--- config.mk ---
export PLATFORM = sky130hd
export DESIGN_NAME = pipeline_ctrl
export DESIGN_NICKNAME = d
export VERILOG_FILES = /design/src/rtl/pipeline_ctrl.sv
export SDC_FILE = /design/constraint.sdc
export NUM_CORES = 1
export LEC_CHECK = 0
export ABC_AREA = 1
export CAP_MARGIN = 25
export CORE_MARGIN = 2
export CORE_UTILIZATION = 47
export CTS_BUF_LIST = sky130_fd_sc_hd__clkbuf_16
export DETAILED_ROUTE_END_ITERATION = 10
export PLACE_DENSITY_LB_ADDON = 0.1
export SLEW_MARGIN = 25
export SYNTH_ARGS = -nofsm -noshare
export SYNTH_HDL_FRONTEND = slang
export SYNTH_SLANG_ARGS = --single-unit
--- constraint.sdc ---
create_clock -name clk_i -period 3.6 [get_ports clk_i]
set_input_delay 0.72 -clock clk_i [delete_from_list [all_inputs] [get_ports clk_i]]
set_output_delay 0.72 -clock clk_i [all_outputs]
set_load 0.02 [all_outputs]
--- src/rtl/pipeline_ctrl.sv ---
// Five-stage pipeline stall/flush controller with a multi-cycle data memory handshake.
// The memory wait is guarded by a watchdog that locks into a sticky error state.
module pipeline_ctrl #(
    parameter int unsigned TIMEOUT = 255,
    parameter int unsigned CNT_W   = 16
) (
    input  logic             clk_i,
    input  logic             rst_i,
    input  logic             hz_stall_i,
    input  logic             branch_i,
    input  logic             mem_req_i,
    input  logic             mem_ack_i,
    output logic             pc_write_o,
    output logic             ifid_write_o,
    output logic             ifid_flush_o,
    output logic             idex_bubble_o,
    output logic             exmem_write_o,
    output logic             memwb_write_o,
    output logic             mem_req_o,
    output logic             err_o,
    output logic [CNT_W-1:0] stall_cnt_o
);

    typedef enum logic [1:0] {StRun, StMemWait, StError} state_e;

    localparam logic [15:0]      TimeoutW = 16'(TIMEOUT);
    localparam logic [CNT_W-1:0] CntMax   = '1;

    state_e           state_q, state_d;
    logic [15:0]      wd_q, wd_d;
    logic             mem_req_q, mem_req_d;
    logic             err_q, err_d;
    logic [CNT_W-1:0] cnt_q, cnt_d;
    logic             freeze;

    always_comb begin
        state_d       = state_q;
        wd_d          = wd_q;
        freeze        = 1'b0;
        pc_write_o    = 1'b1;
        ifid_write_o  = 1'b1;
        ifid_flush_o  = 1'b0;
        idex_bubble_o = 1'b0;
        exmem_write_o = 1'b1;
        memwb_write_o = 1'b1;

        unique case (state_q)
            StRun: begin
                wd_d = '0;
                // mem_req_i outranks hz_stall_i, which outranks branch_i
                if (mem_req_i) begin
                    freeze  = 1'b1;
                    state_d = StMemWait;
                end else if (hz_stall_i) begin
                    pc_write_o    = 1'b0;
                    ifid_write_o  = 1'b0;
                    idex_bubble_o = 1'b1;
                end else if (branch_i) begin
                    ifid_flush_o = 1'b1;
                end
            end
            StMemWait: begin
                // An ack on the timeout cycle still releases the pipeline
                if (mem_ack_i) begin
                    state_d = StRun;
                    wd_d    = '0;
                end else begin
                    freeze = 1'b1;
                    if (wd_q >= TimeoutW) begin
                        state_d = StError;
                    end else begin
                        wd_d = wd_q + 16'd1;
                    end
                end
            end
            StError: freeze = 1'b1;
            default: begin
                freeze  = 1'b1;
                state_d = StRun;
            end
        endcase

        if (freeze || rst_i) begin
            pc_write_o    = 1'b0;
            ifid_write_o  = 1'b0;
            ifid_flush_o  = 1'b0;
            idex_bubble_o = 1'b0;
            exmem_write_o = 1'b0;
            memwb_write_o = 1'b0;
        end
    end

    always_comb begin
        mem_req_d = (state_d == StMemWait);
        err_d     = err_q | (state_d == StError);
        cnt_d     = cnt_q;
        if (!pc_write_o && cnt_q != CntMax) begin
            cnt_d = cnt_q + CNT_W'(1);
        end
    end

    always_ff @(posedge clk_i) begin
        if (rst_i) begin
            state_q   <= StRun;
            wd_q      <= '0;
            mem_req_q <= 1'b0;
            err_q     <= 1'b0;
            cnt_q     <= '0;
        end else begin
            state_q   <= state_d;
            wd_q      <= wd_d;
            mem_req_q <= mem_req_d;
            err_q     <= err_d;
            cnt_q     <= cnt_d;
        end
    end

    assign mem_req_o   = mem_req_q;
    assign err_o       = err_q;
    assign stall_cnt_o = cnt_q;

endmodule
==> results of run 1 <==
## report_power, final
| group | total [mW] | internal, mW | switching, mW | leakage [nW] |
|---|---|---|---|---|
| registers | 0.413 | 0.405 | 0.00862 | 0.291 |
| clock network | 0.629 | 0.467 | 0.162 | 0.104 |
| logic | 0.0793 | 0.0325 | 0.0468 | 0.579 |
| total | 1.12 | 0.904 | 0.218 | 0.974 |
## worst reg2reg max path, stage by stage, from the launching register on
cell,delay (ns)
dfxtp_1,0.38
ha_1,0.27
nand2_2,0.10
nor2_4,0.05
nand2_2,0.10
nor2_4,0.06
nor2_4,0.46
inv_2,0.23
nand2_1,0.13
a21oi_2,0.05
## per-stage QoR
stage                     setup WS (ns)  hold WS, ns  cell area (um2)  utilization, %
after floorplan                   1.439       0.4083             1941               -
after global placement           0.6254       0.4166             2243           56.08
after detailed placement         0.6193       0.4177             2243           56.08
after CTS                        0.6184       0.4266             2459           61.46
after global routing             0.4962       0.4604             2459           61.46
final                            0.6319       0.4240             2459           61.46
## cell type report
class / instances / area (um2) / area share [%]
clock inverter: 3 / 90.09 / 3.664
timing repair buffer: 30 / 297.8 / 12.11
tap: 50 / 62.56 / 2.545
clock buffer: 5 / 125.1 / 5.089
inverter: 37 / 138.9 / 5.649
sequential: 36 / 720.7 / 29.31
multi-input combinational: 206 / 1023 / 41.63
## final timing paths
path | startpoint | endpoint | cells past startpoint
min reg2reg | wd_q[13] | wd_q[13] | 2
min | wd_q[13] | wd_q[13] | 2
max reg2reg | stall_cnt_o[0] | stall_cnt_o[6] | 9
max | mem_ack_i | ifid_flush_o | 6
## synthesized netlist by cell type (all sizes together)
| master | count |
|---|---|
| nand4 | 7 |
| ha | 2 |
| nor2 | 44 |
| nand3b | 1 |
| a21oi | 22 |
| nor3 | 5 |
| inv | 35 |
| buf | 7 |
| clkinv | 2 |
| xnor2 | 2 |
| nand2 | 95 |
| o21ai | 6 |
| dfxtp | 36 |
| nand3 | 18 |
| xor2 | 4 |
## per-layer routing
metal | vias up | part of all wire, %
met4 | 0 | 1.7
met5 | - | 0
met1 | 768 | 51
met2 | 26 | 44
li1 | 953 | -
met3 | 6 | 3.4
## flip-flops by register name (all words and copies together) (netlist names)
signal,count
err_o,1
state_q,2
stall_cnt_o,16
mem_req_o,1
wd_q,16
## logic make-up (layout without fill, tap and decap cells)
group / after synthesis / in the layout / share of synthesized area (%)
XOR/XNOR: 6 / 6 / 2.708
adder cells (fa/ha/maj): 2 / 2 / 1.289
buffers and inverters: 44 / 75 / 10.12
AO/OA/AOI/OAI: 28 / 28 / 9.155
AND/OR/NAND/NOR: 170 / 170 / 39.59
flip-flops: 36 / 36 / 37.14
==> metrics.md, run 1 <==
| Metric | Value |
|---|---|
| Vias per cell | 4.777 |
| Initial antenna violation count | 0 |
| Post-synthesis sequential area ratio | 37.14% |
| CP Launch Type | input port |
| Commonest non-fill, non-tap cell in the layout | nand2_1 |
| Pwr Total | 1.122 mW |
| Delay-heaviest family, CP | buffers and inverters |
| Antenna cells | 0 |
| Largest net degree at the start of global routing | 22 |
| Leak Pwr | 0.9745 nW |
| Worst Hold Class | reg -> reg |
| Grt met2 use | 30.34% |
| TritonCTS clock tree | yes |
| Commonest cells after routing, fill and taps aside | nand2_1, dfxtp_1, nor2_1, inv_1, clkdlybuf4s50_1 |
| DR pass1 iterations | 4 |
| CTS Hold Bufs | 0 |
| # Post-CTS Setup Buffers | 0 |
| Layer with the highest usage | met2 |
| Reg clk slew, reported paths | 0.06 ns |
| Vias in the first global route | 1489 |
| Routed WL | 4029 um |
| CP Max Fanout | 3 |
| Crit. End Element | output pin |
| Area contributors post-synth | dfxtp_1, nand2_1, nor2_1 |
| RSZ-0062 raised after global routing | false |
| Share of the synthesized area in the top cell type | 37.14% |
| Die area | 0.004659 mm2 |
| VDD IR max | 325.3 uV |
| Setup TNS | 0 ns |
| Port bufs | 29 |
| Worst slew pin tran | 0.5923 ns |
| Yosys warns | 0 |
| Initial Utilization | 48.51% |
| Met3 Track Usage GR | 4.441% |
| Synthesized net count | 294 |
| Max cap viols | 0 |
| DRT iter0 DRCs | 74 |
| Buf+Inv Stages, Crit Path | 3 |
| Final nets | 324 |
| GP Congestion | 0.7794 |
| # setup viols final | 0 |
| P&R area growth vs syn | 26.69% |
| Total overflow reported by the global router | 0 |
| Crit path arrival time | 2.25 ns |
| Worst Path Class, Setup | in -> out |
| Rows | 23 |
| Worst-Skew Late Latency | 0.28 ns |
| Detail Placement HPWL | 2997 um |
| Layout cells sized above 1 | 14.83% |
| Non-Filler Instances | 367 |
| Worst reg2reg setup slack | 1.65 ns |
| I/O pin cnt | 30 |
| Die H | 68.26 um |
| CTS resizes | 0 |
| Fill cells | 370 |
| Tmin final | 2.968 ns |
| Routed length per placed instance | 10.98 um |
| Area leader, netlist | dfxtp_1 |
| Tcrit/Tclk final | 82.45% |
| Max Clock Freq | 336.9 MHz |
| DRC | 0 |
| Yosys cell types | 26 |
| CP max-delay cell | clkdlybuf4s50_1 |
| Max stage delay on crit path | 0.63 ns |
| Sink Count | 36 |
| Clk root buf | clkbuf_16 |
| Fin Clk Skew | 0.004962 ns |
| Die outline width | 68.26 um |
| Via count | 1753 |
| Syn avg cell area | 6.785 um2 |
| Cell count after placement | 359 |
| Total global-route track usage | 19.64% |
| Clock buffer depth | 2 |
| Max Slew Vio Count | 0 |
| Synthesized cell area | 0.001941 mm2 |
| Worst EP required | 2.88 ns |
| Post-Synthesis Cells | 286 |
| Status | finished, final reports clean |
| CTS buffer count | 5 |
| Synthesis-stage register bit count | 36 |
| Critical-path cell list | clkdlybuf4s50_1 -> inv_1 -> nand2_1 -> nand2_1 -> nor3_1 -> clkdlybuf4s50_1 |
| Global-route wire length before repair | 6741 um |
| Post-DRT Antenna Nets | 0 |
| Fin. Hold Viols | 0 |
| M1 GR Usage | 25.96% |
| CTS HTree Levels | 2 |
| Worst slew margin | 60.42% |
| Core area | 0.004000 mm2 |
| Pwr dens | 456.2 mW/mm2 |
Power figures use the tool's default switching activity.
==> inputs of run 2 (changes only) <==
==> constraint.sdc (replaced) <==
create_clock -name clk_i -period 2.6 [get_ports clk_i]
set_input_delay 0.52 -clock clk_i [delete_from_list [all_inputs] [get_ports clk_i]]
set_output_delay 0.52 -clock clk_i [all_outputs]
set_load 0.02 [all_outputs]
==> run 2 against run 1 <==
Non-clock buffer count is 5 higher. Clock skew is 0.0022 ns lower. Setup slack worse by 0.47 ns. Sequential share of layout area is 0.29 points higher. Largest cell class unchanged. Largest power group unchanged.
==> metrics.md, run 2 (synthesis results as in run 1) <==
| Metric | Value |
|---|---|
| NetSw | 0.3134 mW (was 0.2175 mW) |
| R2r startpoint | stall_cnt_o[0] (unchanged) |
| Total overflow reported by the global router | 0 (unchanged) |
| Vias per cell | 4.927 (was 4.777) |
| DRT iter0 DRCs | 107 (was 74) |
| Max stage delay on crit path | 0.60 ns (was 0.63 ns) |
| Tmin final | 2.442 ns |
| CP Launch Type | input port (unchanged) |
| Routed length per placed instance | 11.72 um (was 10.98 um) |
| Crit path arrival time | 1.92 ns (was 2.25 ns) |
| Cells on worst reg2reg path | 9 (unchanged) |
| P&R area growth vs syn | 25.47% (was 26.69%) |
| # Post-CTS Setup Buffers | 0 (unchanged) |
| Routed WL | 4358 um (was 4029 um) |
| Die H | 68.26 um (unchanged) |
| Leak Pwr | 1.033 nW (was 0.9745 nW) |
| Max Slew Vio Count | 0 (unchanged) |
| Reg power frac | 44.8% (was 36.9%) |
| TritonCTS clock tree | yes (unchanged) |
| Initial antenna violation count | 0 (unchanged) |
| Global-route wire length before repair | 7051 um (was 6741 um) |
| Fin Clk Skew | 0.002771 ns (was 0.004962 ns) |
| CP Max Fanout | 4 (was 3) |
| Buf+Inv Stages, Crit Path | 3 (unchanged) |
| Crit Reg-Reg Endpoint | stall_cnt_o[0] (was stall_cnt_o[6]) |
| Pint | 0.9640 mW (was 0.9040 mW) |
| Core area | 0.004000 mm2 (unchanged) |
| Worst-Skew Late Latency | 0.28 ns (about the same) |
| DRC | 0 (unchanged) |
| CTS HTree Levels | 2 (unchanged) |
| Clock Power Share | 45.7% (was 56.1%) |
| Worst Hold Class | reg -> reg (unchanged) |
| Detail Placement HPWL | 3112 um (was 2997 um) |
| Tcrit/Tclk final | 93.93% |
| Total global-route track usage | 20.49% (was 19.64%) |
| Fin util | 60.87% (was 61.46%) |
| Fin. Hold Viols | 0 (unchanged) |
| Reg clk slew, reported paths | 0.06 ns (about the same) |
| Max Clock Freq | 409.5 MHz |
| Worst slew pin tran | 0.3418 ns (was 0.5923 ns) |
| Die outline width | 68.26 um (unchanged) |
| Worst EP required | 2.08 ns (was 2.88 ns) |
| Worst slew margin | 77.04% (was 60.42%) |
| Clk root buf | clkbuf_16 (unchanged) |
| Port bufs | 29 (unchanged) |
| CTS resizes | 0 (unchanged) |
| CTS Hold Bufs | 0 (unchanged) |
| Crit. End Element | output pin (unchanged) |
| Pwr dens | 524.6 mW/mm2 (was 456.2 mW/mm2) |
| Worst reg2reg setup slack | 0.85 ns (was 1.65 ns) |
| Most used cell, CP | clkdlybuf4s50_1 |
| RSZ-0062 raised after global routing | false (unchanged) |
| Final nets | 329 (was 324) |
| GP Congestion | 0.8691 (was 0.7794) |
| Rows | 23 (unchanged) |
| Design area | 0.002435 mm2 (was 0.002459 mm2) |
| Sink Count | 36 (unchanged) |
| Antenna cells | 0 (unchanged) |
| VDD IR max | 414.3 uV (was 325.3 uV) |
| Hold Path Depth | 2 (unchanged) |
| Switching share of total power | 24.53% (was 19.39%) |
| Critical-path cell list | clkdlybuf4s50_1 -> nor2_1 -> nand3_2 -> inv_1 -> clkdlybuf4s50_1 (was clkdlybuf4s50_1 -> inv_1 -> nand2_1 -> nand2_1 -> nor3_1 -> clkdlybuf4s50_1) |
| Delay-heaviest family, CP | buffers and inverters (unchanged) |
| Via count | 1833 (was 1753) |
| Commonest non-fill, non-tap cell in the layout | nand2_1 (unchanged) |
| Max cap viols | 0 (unchanged) |
| DR pass1 iterations | 4 (unchanged) |
| I/O pin cnt | 30 (unchanged) |
| # setup viols final | 0 (unchanged) |
| Initial Utilization | 48.51% (unchanged) |
| Fill cells | 394 (was 370) |
| Worst Path Class, Setup | in -> out (unchanged) |
| Setup TNS | 0 ns (unchanged) |
| CP max-delay cell | clkdlybuf4s50_1 (unchanged) |
| Layout cells sized above 1 | 16.15% (was 14.83%) |
| Hold endpoint | wd_q[14] (was wd_q[13]) |
| Commonest cells after routing, fill and taps aside | nand2_1, dfxtp_1, nor2_1, inv_1, clkdlybuf4s50_1 (unchanged) |
| Status | finished, final reports clean (unchanged) |
| Die area | 0.004659 mm2 (unchanged) |
| Post-DRT Antenna Nets | 0 (unchanged) |
| Vias in the first global route | 1595 (was 1489) |
| Placed Area | 0.002281 mm2 (was 0.002243 mm2) |
| CTS buffer count | 5 (unchanged) |
| Worst hold margin | 0.4254 ns (was 0.4240 ns) |
| Part of the power in combinational logic | 9.4% (was 7.1%) |
| Clock buffer depth | 2 (unchanged) |
| Worst hold start | wd_q[14] (was wd_q[13]) |
| Largest net degree at the start of global routing | 18 (was 22) |
==> run 2: worst max path at each step <==
stage | startpoint | end | slack (ns) | cells past startpoint
2_1_floorplan | mem_ack_i | pc_write_o | 0.84 | 5
3_3_place_gp | mem_ack_i | ifid_flush_o | 0.02 | 6
3_5_place_dp | mem_ack_i | ifid_flush_o | 0.03 | 6
4_1_cts | mem_ack_i | ifid_flush_o | 0.01 | 6
5_1_grt | rst_i | exmem_write_o | 0.05 | 5
6_report | rst_i | exmem_write_o | 0.16 | 5
==> run 2: metrics by stage <==
step / power, mW / std cells / setup WS, ns
final: 1.277 / 372 / 0.1577
after global routing: 1.317 / 372 / 0.05346
after CTS: 1.294 / 372 / 0.01146
after detailed placement: 0.7056 / 364 / 0.02597
after global placement: 0.7042 / 364 / 0.01867
after floorplan: 0.6616 / 286 / 0.8388
==> run 2: power by group through the flow <==
stage | Clock (mW) | Sequential [mW] | Combinational [mW]
2_1_floorplan | 0 | 0.590 | 0.0715
6_report | 0.584 | 0.573 | 0.120
4_1_cts | 0.599 | 0.573 | 0.122
3_5_place_dp | 0 | 0.585 | 0.121
5_1_grt | 0.612 | 0.575 | 0.130
3_3_place_gp | 0 | 0.585 | 0.120
==> run 2: final cells by class <==
cell class / count / area [um2] / area share, %
clock inverter: 3 / 18.77 / 0.7708
multi-input combinational: 206 / 1023 / 42.03
clock buffer: 5 / 125.1 / 5.139
sequential: 36 / 720.7 / 29.60
inverter: 37 / 138.9 / 5.704
timing repair buffer: 35 / 345.3 / 14.18
tap: 50 / 62.56 / 2.569
==> run 2: tightest hold or removal path, delay by kind of cell (launching register included) <==
kind / cells / cell delay [ns]
DFF: 1 / 0.31
buffers and inverters: 1 / 0.05
and+or+nand+nor: 1 / 0.03
==> run 2: routing by layer <==
metal  part of all wire [%]  wire (um)  vias to the layer above  track usage (%)
met4                    1.8         79                        0            8.500
met5                      0          0                        -                0
met1                     49       2143                      824            28.23
met3                    4.7        204                        7            4.770
met2                     44       1931                       36            30.58
li1                       -          -                      966                -
